File: config.mk
export PLATFORM = sky130hd
export DESIGN_NAME = mult_arbiter_flat
export DESIGN_NICKNAME = d
export VERILOG_FILES = /design/src/rtl/mult_arbiter_if.sv /design/src/rtl/mult_arbiter.sv /design/src/flat_wrapper.sv
export SDC_FILE = /design/constraint.sdc
export NUM_CORES = 1
export LEC_CHECK = 0
export ABC_AREA = 1
export BUFFER_PORTS_ARGS = -buffer_cell sky130_fd_sc_hd__buf_2
export CORE_UTILIZATION = 37
export DETAILED_ROUTE_END_ITERATION = 10
export GPL_TIMING_DRIVEN = 0
export PLACE_DENSITY = 0.86
export SLEW_MARGIN = 40
export SYNTH_ARGS = -nofsm -noshare
export SYNTH_HDL_FRONTEND = slang
export SYNTH_SLANG_ARGS = --single-unit
export TNS_END_PERCENT = 30
File: constraint.sdc
create_clock -name clk -period 3.2 [get_ports clk]
set_input_delay 0.32 -clock clk [delete_from_list [all_inputs] [get_ports clk]]
set_output_delay 0.32 -clock clk [all_outputs]
set_load 0.1 [all_outputs]
File: src/rtl/mult_arbiter_if.sv
// mult_arbiter_if: request/operand bus and datapath control bundle for mult_arbiter.
interface mult_arbiter_if #(parameter int W = 16);
  logic req0, req1, eqZ;
  logic [W-1:0] a0, b0, a1, b1, data_in;
  logic ldA, ldB, ldP, clrP, decB;
  logic gnt0, gnt1, done0, done1, busy;
  modport master (
    output req0, req1, a0, b0, a1, b1, eqZ,
    input data_in, ldA, ldB, ldP, clrP, decB, gnt0, gnt1, done0, done1, busy
  );
  modport slave (
    input req0, req1, a0, b0, a1, b1, eqZ,
    output data_in, ldA, ldB, ldP, clrP, decB, gnt0, gnt1, done0, done1, busy
  );
endinterface

File: src/rtl/mult_arbiter.sv
// mult_arbiter: two-requester arbiter sequencing a repeated-add multiplier datapath.
// Define MULT_ARB_RR_EN for round-robin arbitration; otherwise req0 has fixed priority.
module mult_arbiter #(parameter int W = 16) (
  input logic clk,
  input logic rst,
  mult_arbiter_if.slave bus
);
  typedef enum logic [2:0] {IDLE, LDA, LDB, ACC, FIN} state_t;
  state_t state, state_n;
  logic g0, g1, pick1, any_req;
  logic [W-1:0] a, b;
  assign any_req = bus.req0 | bus.req1;
`ifdef MULT_ARB_RR_EN
  logic last1;
  assign pick1 = bus.req1 & (~bus.req0 | ~last1);
  always_ff @(posedge clk)
    if (rst) last1 <= 1'b1;
    else if (state == IDLE && any_req) last1 <= pick1;
`else
  assign pick1 = bus.req1 & ~bus.req0;
`endif
  always_ff @(posedge clk)
    if (rst) state <= IDLE;
    else state <= state_n;
  // Grant is latched at the IDLE decision and held until FIN completes.
  always_ff @(posedge clk)
    if (rst) begin
      g0 <= 1'b0;
      g1 <= 1'b0;
    end else if (state == IDLE && any_req) begin
      g0 <= ~pick1;
      g1 <= pick1;
    end else if (state == FIN) begin
      g0 <= 1'b0;
      g1 <= 1'b0;
    end
  assign a = g1 ? bus.a1 : bus.a0;
  assign b = g1 ? bus.b1 : bus.b0;
  always_comb begin
    state_n = state;
    bus.data_in = '0;
    bus.ldA = 1'b0;
    bus.ldB = 1'b0;
    bus.ldP = 1'b0;
    bus.clrP = 1'b0;
    bus.decB = 1'b0;
    case (state)
      IDLE: state_n = any_req ? LDA : IDLE;
      LDA: begin
        bus.data_in = a;
        bus.ldA = 1'b1;
        state_n = LDB;
      end
      LDB: begin
        bus.data_in = b;
        bus.ldB = 1'b1;
        bus.clrP = 1'b1;
        state_n = ACC;
      end
      ACC: begin
        bus.ldP = ~bus.eqZ;
        bus.decB = ~bus.eqZ;
        state_n = bus.eqZ ? FIN : ACC;
      end
      FIN: state_n = IDLE;
      default: state_n = IDLE;
    endcase
  end
  assign bus.gnt0 = g0;
  assign bus.gnt1 = g1;
  assign bus.done0 = (state == FIN) & g0;
  assign bus.done1 = (state == FIN) & g1;
  assign bus.busy = state != IDLE;
endmodule

File: src/flat_wrapper.sv
// flat-port wrapper written by rule: the top's interface ports become plain ports
module mult_arbiter_flat 
#(parameter int W = 16)
  (clk, rst, bus_req0, bus_req1, bus_a0, bus_b0, bus_a1, bus_b1, bus_eqZ, bus_data_in, bus_ldA, bus_ldB, bus_ldP, bus_clrP, bus_decB, bus_gnt0, bus_gnt1, bus_done0, bus_done1, bus_busy);
  mult_arbiter_if #(.W(W)) bus_i ();
  input logic clk;
  input logic rst;
  input wire logic [$bits(bus_i.req0)-1:0] bus_req0;
  input wire logic [$bits(bus_i.req1)-1:0] bus_req1;
  input wire logic [$bits(bus_i.a0)-1:0] bus_a0;
  input wire logic [$bits(bus_i.b0)-1:0] bus_b0;
  input wire logic [$bits(bus_i.a1)-1:0] bus_a1;
  input wire logic [$bits(bus_i.b1)-1:0] bus_b1;
  input wire logic [$bits(bus_i.eqZ)-1:0] bus_eqZ;
  output wire logic [$bits(bus_i.data_in)-1:0] bus_data_in;
  output wire logic [$bits(bus_i.ldA)-1:0] bus_ldA;
  output wire logic [$bits(bus_i.ldB)-1:0] bus_ldB;
  output wire logic [$bits(bus_i.ldP)-1:0] bus_ldP;
  output wire logic [$bits(bus_i.clrP)-1:0] bus_clrP;
  output wire logic [$bits(bus_i.decB)-1:0] bus_decB;
  output wire logic [$bits(bus_i.gnt0)-1:0] bus_gnt0;
  output wire logic [$bits(bus_i.gnt1)-1:0] bus_gnt1;
  output wire logic [$bits(bus_i.done0)-1:0] bus_done0;
  output wire logic [$bits(bus_i.done1)-1:0] bus_done1;
  output wire logic [$bits(bus_i.busy)-1:0] bus_busy;
  assign bus_i.req0 = bus_req0;
  assign bus_i.req1 = bus_req1;
  assign bus_i.a0 = bus_a0;
  assign bus_i.b0 = bus_b0;
  assign bus_i.a1 = bus_a1;
  assign bus_i.b1 = bus_b1;
  assign bus_i.eqZ = bus_eqZ;
  assign bus_data_in = bus_i.data_in;
  assign bus_ldA = bus_i.ldA;
  assign bus_ldB = bus_i.ldB;
  assign bus_ldP = bus_i.ldP;
  assign bus_clrP = bus_i.clrP;
  assign bus_decB = bus_i.decB;
  assign bus_gnt0 = bus_i.gnt0;
  assign bus_gnt1 = bus_i.gnt1;
  assign bus_done0 = bus_i.done0;
  assign bus_done1 = bus_i.done1;
  assign bus_busy = bus_i.busy;
  mult_arbiter #(.W(W)) u_core (.clk(clk), .rst(rst), .bus(bus_i));
endmodule
==> impl_metrics.ini, run 1 <==
[critical_path]
required_ns = 2.88
critPathCaptureType = primary output
startpoint_type = flop
regToRegStartpoint = u_core.bus.gnt1$_SDFFE_PP0P_
reg2reg_depth = 4
cp.arrival_ns = 1.77
reg2reg_to = u_core.bus.gnt1$_SDFFE_PP0P_
crit_fanout = 10
cpMaxStageDelayCell = buf_2
rrSetupSlack_ns = 2.16
cpMostUsedCell = buf_2
worstPathCellList = buf_2 -> inv_2 -> buf_2 -> nand2_1 -> a21oi_1 -> a21o_1 -> buf_2
max_stage_delay_ns = 0.41
worstSetupPathType = flop to primary output

[clock_network]
clk_latency_ns = 0.24
numCtsBuffers = 3
cts_tree = yes
post_cts_resized = 0
path_clk_slew_ns = 0.04
root_buffer = clkbuf_4
postCtsSetupRepairBufs = 0
clockBufferDepth = 2
hold_buffers = 0
cts.sinks = 5
htree_levels = 1

[timing]
tightest_slew_ns = 0.495
slew_headroom_pct = 67.2
setup_viol_count_final = 0
fmax_mhz = 479
final.min_clock_period_ns = 2.09
finalCritPeriodShare_pct = 65.2
maxSlewViolCount = 0
grt_setup_unrepaired = no
hold_viol = 0
finClkSkew_ns = 0.0000785
setup-tns-final_ns = 0

[finish]
final_cell_mix = buf_2 (100), nand2_1 (84), a21oi_1 (20)
seq_area_um2 = 100
fillCellCount = 246
multi_input_area_um2 = 633
num_antenna_cells = 0
drive_above_1_share_pct = 46.3
syn2layout_area_growth_pct = 62.0
final_common_cell = buf_2
nets = 329

[floorplan]
die_x_um = 50.1
die_h_um = 50.1
core_area_um2 = 2190
start_util_pct = 39.1
rows = 17
io_pins = 95
die-area_um2 = 2510

[global_routing]
grt_usage_pct = 22.8
grt_pass1_vias = 1159
grt_pass1_wl_um = 4570
grt_max_degree = 12
antenna_found_initial = 0
overflow = 0

[detailed_routing]
dr.pass1.iters = 6
routed_via_density = 4.63
drt-initial-drc-count = 16
wl_um = 2950
vias = 1328
ant_nets = 0
wl_per_cell_um = 10.3
route.detailed.drc = 0

[logic_synthesis]
syn_avg_cell_area_um2 = 5.32
synth_area_um2 = 857
syn_inst = 161
syn_nets = 230
yosys_warnings = 0
ys_seq_area_share_pct = 11.7
synth-seq-cells = 5
synthDistinctLibCells = 17

[placement]
gp_congestion = 0.770
portBuffers = 94
place_hpwl_um = 2330

[worst_hold_path]
hold_start = rst
hp-class = primary input to flop
hold-path-endpoint = u_core.bus.gnt0$_SDFFE_PP0P_
min_path_cells = 2

[run]
maxCapViolCount = 0

[run_status]
status = finished, final reports clean

[power_and_ir_drop]
leakage_nw = 0.964
power.density_nw_per_um2 = 538
power_uw = 747
peakVddDrop_v = 0.000325
==> stage by stage <==
| stage | area (um2) | util, % | hold WS (ns) | setup slack (ns) | instances |
|---|---|---|---|---|---|
| 4_1_cts | 1390 | 63.4 | 0.292 | 1.10 | 287 |
| 3_5_place_dp | 1360 | 62.2 | 0.488 | 1.37 | 283 |
| 5_1_grt | 1390 | 63.4 | 0.311 | 1.01 | 287 |
| 2_1_floorplan | 857 | - | 0.389 | 0.159 | 161 |
| 6_report | 1390 | 63.4 | 0.300 | 1.11 | 287 |
| 3_3_place_gp | 1360 | 62.2 | 0.491 | 1.39 | 283 |
==> layout make-up <==
cell class | count | share of cell area, %
multi-input combinational | 134 | 45.6
sequential | 5 | 7.21
buffer | 12 | 6.22
inverter | 10 | 2.70
timing repair buffer | 94 | 33.9
tap | 28 | 2.52
clock buffer | 4 | 1.89
==> layer usage <==
layer  vias to the layer above  routed length (um)  track usage [%]
met3                         4                 208             4.85
met2                        50                1480             41.3
li1                        705                   -                -
met5                         -                   0                0
met1                       569                1230             26.1
met4                         0                  27             7.14
==> worst max-delay path: cells and delay by family (launching register included) <==
kind                   cells  cell delay [ns]
AOI/OAI and AO/OA          2             0.25
buffers and inverters      4             0.88
DFF                        1             0.30
and+or+nand+nor            1             0.08
==> synthesized netlist by cell type <==
master / instances / share of area (%)
nor3_4: 1 / 1.9
nor2_1: 5 / 2.2
dfxtp_1: 5 / 12
a21oi_1: 20 / 12
o21ai_0: 1 / 0.58
nand3_4: 1 / 2.0
nand2_1: 84 / 37
buf_4: 3 / 2.6
nand3_1: 3 / 1.8
a21o_2: 7 / 7.2
nand4_1: 1 / 0.73
buf_2: 6 / 3.5
inv_1: 8 / 3.5
a21o_1: 9 / 7.9
inv_2: 2 / 0.88
buf_6: 3 / 3.9
nor3_1: 2 / 1.2
==> where the power goes <==
group          total [mW]  internal [mW]  switching, mW
Sequential         0.0738         0.0696        0.00419
Combinational       0.600          0.132          0.468
Clock              0.0727         0.0471         0.0255
Total               0.747          0.249          0.498
==> state kept, by name, summed over array words and instances (netlist names) <==
name	flops
u_core.bus.gnt1	1
u_core.state	3
u_core.bus.gnt0	1
==> worst max-delay path by stage <==
stage,slack (ns),from,depth (start not counted),end
after floorplan,0.16,u_core.bus.gnt1$_SDFFE_PP0P_,4,bus_done1
after global placement,1.39,u_core.bus.gnt1$_SDFFE_PP0P_,7,bus_data_in[0]
after detailed placement,1.37,u_core.bus.gnt1$_SDFFE_PP0P_,7,bus_data_in[0]
after CTS,1.10,u_core.bus.gnt1$_SDFFE_PP0P_,7,bus_data_in[0]
after global routing,1.01,u_core.state[1]$_SDFF_PP0_,5,bus_data_in[11]
final,1.11,u_core.bus.gnt1$_SDFFE_PP0P_,7,bus_data_in[0]
==> kinds of logic (layout without fill, tap and decap cells) <==
group / Yosys count / count (layout) / share of synthesized area [%]
compound gates: 37 / 37 / 27.3
buf+inv: 22 / 120 / 14.5
flops: 5 / 5 / 11.7
simple gates: 97 / 97 / 46.6
Power figures use the tool's default switching activity.
==> run 2, diff against run 1 <==
Settings changed: CORE_UTILIZATION 37 to 34, PLACE_DENSITY 0.86 to 0.8.
Clock period 3.2 ns to 2.1 ns, I/O delays scaled along.
==> run 2 against run 1 <==
Effect of this change: sequential cell count unchanged; critical path depth fell by 2; combinational power rose by 54%; via count is 0.38% higher; clock skew hardly changed; clock-buffer cell count is the same; total power rose by 54%; final cell count stayed put; sequential power up 53%; global-route usage down 1.5 points; register-to-register slack worse by 1.1 ns; largest cell class unchanged; highest routed layer unchanged.
==> impl_metrics.ini, run 2 (synthesized netlist as in run 1, its figures left out) <==
[floorplan]
die_h_um = 52.2
die_x_um = 52.2
rows = 17
io_pins = 95
core_area_um2 = 2300
start_util_pct = 37.3
die-area_um2 = 2730

[finish]
design_area_um2 = 1420
final_common_cell = buf_2
regMostFlops = u_core.state
syn2layout_area_growth_pct = 65.8
final_util_pct = 61.9
seq_area_um2 = 101
drive_above_1_share_pct = 49.0
multi_input_area_um2 = 649
final_cell_mix = buf_2 (94), nand2_1 (84), a21oi_1 (20)
fillCellCount = 259
num_antenna_cells = 0
largest_reg_flops = 3
nets = 329

[run]
maxCapViolCount = 0

[critical_path]
rrSetupSlack_ns = 1.04
startpoint_type = flop
crit_start = u_core.state[0]$_SDFF_PP0_
reg2reg_depth = 5
endpoint = bus_data_in[13]
critPathCaptureType = primary output
worstSetupPathType = flop to primary output
crit_fanout = 11
regToRegStartpoint = u_core.state[0]$_SDFF_PP0_
reg2reg_to = u_core.bus.gnt0$_SDFFE_PP0P_
required_ns = 1.89
cp.arrival_ns = 1.76

[clock_network]
clk_latency_ns = 0.24
root_buffer = clkbuf_4
path_clk_slew_ns = 0.04
numCtsBuffers = 3
cts_tree = yes
htree_levels = 1
hold_buffers = 0
cts.sinks = 5
post_cts_resized = 0
postCtsSetupRepairBufs = 0
clockBufferDepth = 2

[timing]
finalCritPeriodShare_pct = 93.6
hold_viol = 0
finClkSkew_ns = 0.000270
grt_setup_unrepaired = no
setup-tns-final_ns = 0
maxSlewViolCount = 0
final.min_clock_period_ns = 1.97
tightest_slew_ns = 0.493
slew_headroom_pct = 67.4
fmax_mhz = 509
setup_viol_count_final = 0
setup_slack_ns = 0.134

[global_routing]
overflow = 0
grt_usage_pct = 21.3
antenna_found_initial = 0
grt_pass1_wl_um = 4460
grt_max_degree = 12
grt_pass1_vias = 1108

[run_status]
status = finished, final reports clean

[placement]
gp_congestion = 0.756
pre_cts_ws_ns = 0.354
placed_area_um2 = 1380
portBuffers = 94
place_hpwl_um = 2320

[detailed_routing]
routed_via_density = 4.64
dr.pass1.iters = 4
wl_um = 2930
route.detailed.drc = 0
wl_met3_um = 214
drt-initial-drc-count = 13
ant_nets = 0
wl_met2_um = 1520
highest_layer = met4
wl_per_cell_um = 10.2
wl_met1_um = 1180
vias = 1333

[power_and_ir_drop]
leakage_nw = 0.956
power.density_nw_per_um2 = 808
peakVddDrop_v = 0.000564

[worst_hold_path]
hp-class = primary input to flop
run 2: cell count changes in the layout (fill, tap and decap cells not counted), moves of 2 or more:
cell      previous run  this run
clkbuf_4             3         9
nor2_2               0         2
buf_2              100        94
nor2_1               5         2
a21o_1               9         6
a21o_2               7        10
run 2: worst min path at each step:
stage          startpoint                           end  slack, ns  depth (start not counted)
4_1_cts               rst  u_core.bus.gnt1$_SDFFE_PP0P_       0.17                          2
3_3_place_gp          rst  u_core.bus.gnt1$_SDFFE_PP0P_       0.43                          2
2_1_floorplan         rst  u_core.bus.gnt1$_SDFFE_PP0P_       0.27                          1
3_5_place_dp          rst  u_core.bus.gnt1$_SDFFE_PP0P_       0.43                          2
6_report              rst  u_core.bus.gnt1$_SDFFE_PP0P_       0.18                          2
5_1_grt               rst  u_core.bus.gnt1$_SDFFE_PP0P_       0.19                          2
run 2: where the power goes:
group / total, mW / switching (mW) / internal (mW)
sequential: 0.113 / 0.00641 / 0.106
combinational: 0.925 / 0.713 / 0.212
clock: 0.111 / 0.0391 / 0.0718
total: 1.15 / 0.758 / 0.390
run 2: layout make-up:
| cell class | count | share of cell area (%) |
|---|---|---|
| plain buffers | 12 | 6.07 |
| clock buffers | 4 | 1.85 |
| inverters | 10 | 2.64 |
| well taps | 28 | 2.46 |
| repair buffers | 94 | 34.2 |
| flip-flops and latches | 5 | 7.13 |
| multi-input cells | 134 | 45.7 |
run 2: metal layers:
layer / vias to the layer above / track usage [%]
li1: 704 / -
met1: 577 / 25.1
met2: 50 / 38.2
met3: 2 / 2.61
met4: 0 / 9.21
met5: - / 0
run 2: metrics by stage:
step | hold WS, ns | instances | total power [mW]
after floorplan | 0.272 | 161 | 0.872
after global placement | 0.432 | 283 | 1.03
after detailed placement | 0.434 | 283 | 1.03
after CTS | 0.175 | 287 | 1.15
after global routing | 0.188 | 287 | 1.22
final | 0.178 | 287 | 1.15
run 2: critical path, cell delays in order (launching register included):
cell	delay, ns
dfxtp_1	0.30
buf_6	0.13
nor3_4	0.35
buf_6	0.20
a21o_1	0.11
buf_2	0.41
==> run 3, diff against run 2 <==
Settings changed: CORE_ASPECT_RATIO from default to 1.75, CORE_MARGIN from default to 2.
==> run 3 against run 2 <==
Effect of this change: combinational power hardly changed; non-clock buffer count stayed put; sequential share of layout area hardly changed; critical endpoint is now bus_data_in[8]; die area is 8.4% higher; clock-buffer cell count stayed put; final area hardly changed; critical path depth stayed put; sequential cell count stayed put; register-to-register slack worse by 0.03 ns; final cell count is 0.70% lower; worst setup slack better by 0.0098 ns.
==> impl_metrics.ini, run 3 (synthesized netlist as in run 1, its figures left out) <==
[detailed_routing]
routed_via_density = 4.69
ant_nets = 0
dr.pass1.iters = 4
route.detailed.drc = 0
wl_um = 3140
wl_per_cell_um = 11.0
vias = 1336
drt-initial-drc-count = 22

[run_status]
status = finished, final reports clean

[floorplan]
die_x_um = 42.0
die_h_um = 70.4
die-area_um2 = 2950
core_area_um2 = 2430
start_util_pct = 35.2
io_pins = 95
rows = 24

[clock_network]
clk_latency_ns = 0.22
root_buffer = clkbuf_8
htree_levels = 1
cts.sinks = 5
hold_buffers = 0
post_cts_resized = 0
cts_tree = yes
postCtsSetupRepairBufs = 0
clockBufferDepth = 2
path_clk_slew_ns = 0.03
numCtsBuffers = 3

[global_routing]
grt_usage_pct = 21.5
grt_max_degree = 12
grt_pass1_wl_um = 5150
antenna_found_initial = 0
overflow = 0
grt_pass1_vias = 1284

[timing]
tightest_slew_ns = 0.502
grt_setup_unrepaired = no
setup_viol_count_final = 0
maxSlewViolCount = 0
slew_headroom_pct = 66.8
setup_slack_ns = 0.144
final.min_clock_period_ns = 1.96
setup-tns-final_ns = 0
finalCritPeriodShare_pct = 93.2
whs_ns = 0.211
hold_viol = 0
fmax_mhz = 511
finClkSkew_ns = 0.0000668

[critical_path]
worstPathCellList = buf_6 -> nor3_4 -> buf_6 -> a21o_2 -> buf_2
cpMaxStageDelayCell = buf_2
reg2reg_to = u_core.bus.gnt1$_SDFFE_PP0P_
worst-path-buf-inv = 3
reg2reg_depth = 5
regToRegStartpoint = u_core.state[0]$_SDFF_PP0_
required_ns = 1.89
cpMostUsedCell = buf_6
critPathCaptureType = primary output
critPathTopFamily = buffers and inverters
startpoint_type = flop
rrSetupSlack_ns = 1.01
max_stage_delay_ns = 0.41
worstSetupPathType = flop to primary output
cp.arrival_ns = 1.75
crit_fanout = 11

[worst_hold_path]
hp-class = primary input to flop
hold-path-endpoint = u_core.bus.gnt0$_SDFFE_PP0P_
min_path_cells = 2
hold_start = rst

[finish]
fillCellCount = 266
regMostFlops = u_core.state
final_cells = 285
seq_area_um2 = 101
drive_above_1_share_pct = 49.0
syn2layout_area_growth_pct = 66.0
largest_reg_flops = 3
num_antenna_cells = 0
final_common_cell = buf_2
final_cell_mix = buf_2 (100), nand2_1 (84), a21oi_1 (20)
multi_input_area_um2 = 649
nets = 329

[power_and_ir_drop]
power.density_nw_per_um2 = 849
peakVddDrop_v = 0.000550
leakage_nw = 0.965
power_mw = 1.21

[placement]
portBuffers = 94
pre_cts_ws_ns = 0.369
gp_congestion = 0.761
dpl.cell_count = 281
place_hpwl_um = 2570

[run]
maxCapViolCount = 0
run 3: changes by cell type in the layout (fill, tap and decap cells not counted):
cell,change
buf_2,+6
clkbuf_4,-9
clkbuf_8,+3
run 3: how the worst max path moves through the flow:
stage,start,endpoint,slack (ns),cells past startpoint
after floorplan,u_core.bus.gnt1$_SDFFE_PP0P_,bus_done1,-0.03,4
after global placement,u_core.state[0]$_SDFF_PP0_,bus_data_in[8],0.37,5
after detailed placement,u_core.state[0]$_SDFF_PP0_,bus_data_in[8],0.37,5
after CTS,u_core.state[0]$_SDFF_PP0_,bus_data_in[8],0.13,5
after global routing,u_core.bus.gnt1$_SDFFE_PP0P_,bus_data_in[0],0.03,7
final,u_core.state[0]$_SDFF_PP0_,bus_data_in[8],0.14,5
run 3: report_power, final:
| group | internal, mW | switching (mW) | leakage [nW] |
|---|---|---|---|
| registers | 0.107 | 0.00634 | 0.0416 |
| logic | 0.203 | 0.719 | 0.901 |
| clock network | 0.130 | 0.0430 | 0.0228 |
| total | 0.440 | 0.768 | 0.965 |
run 3: final cells by class:
class / instances / area share (%)
Inverter: 10 / 2.64
Multi-Input combinational cell: 134 / 45.6
Timing Repair Buffer: 94 / 33.1
Buffer: 12 / 6.07
Tap cell: 26 / 2.29
Clock buffer: 4 / 3.17
Sequential cell: 5 / 7.12
run 3: metal layers:
metal	GRT usage (%)	part of all wire, %	vias to the layer above
met5	0	0	-
met4	6.81	1.0	0
met3	2.33	5.7	6
met2	43.6	58	46
met1	21.4	35	577
li1	-	-	707
run 3: metrics by stage:
step                util [%]  instance area, um2
finish                  58.5                1420
global route            58.5                1420
floorplan                  -                 875
CTS                     58.5                1420
detailed placement      56.6                1380
global placement        56.6                1380
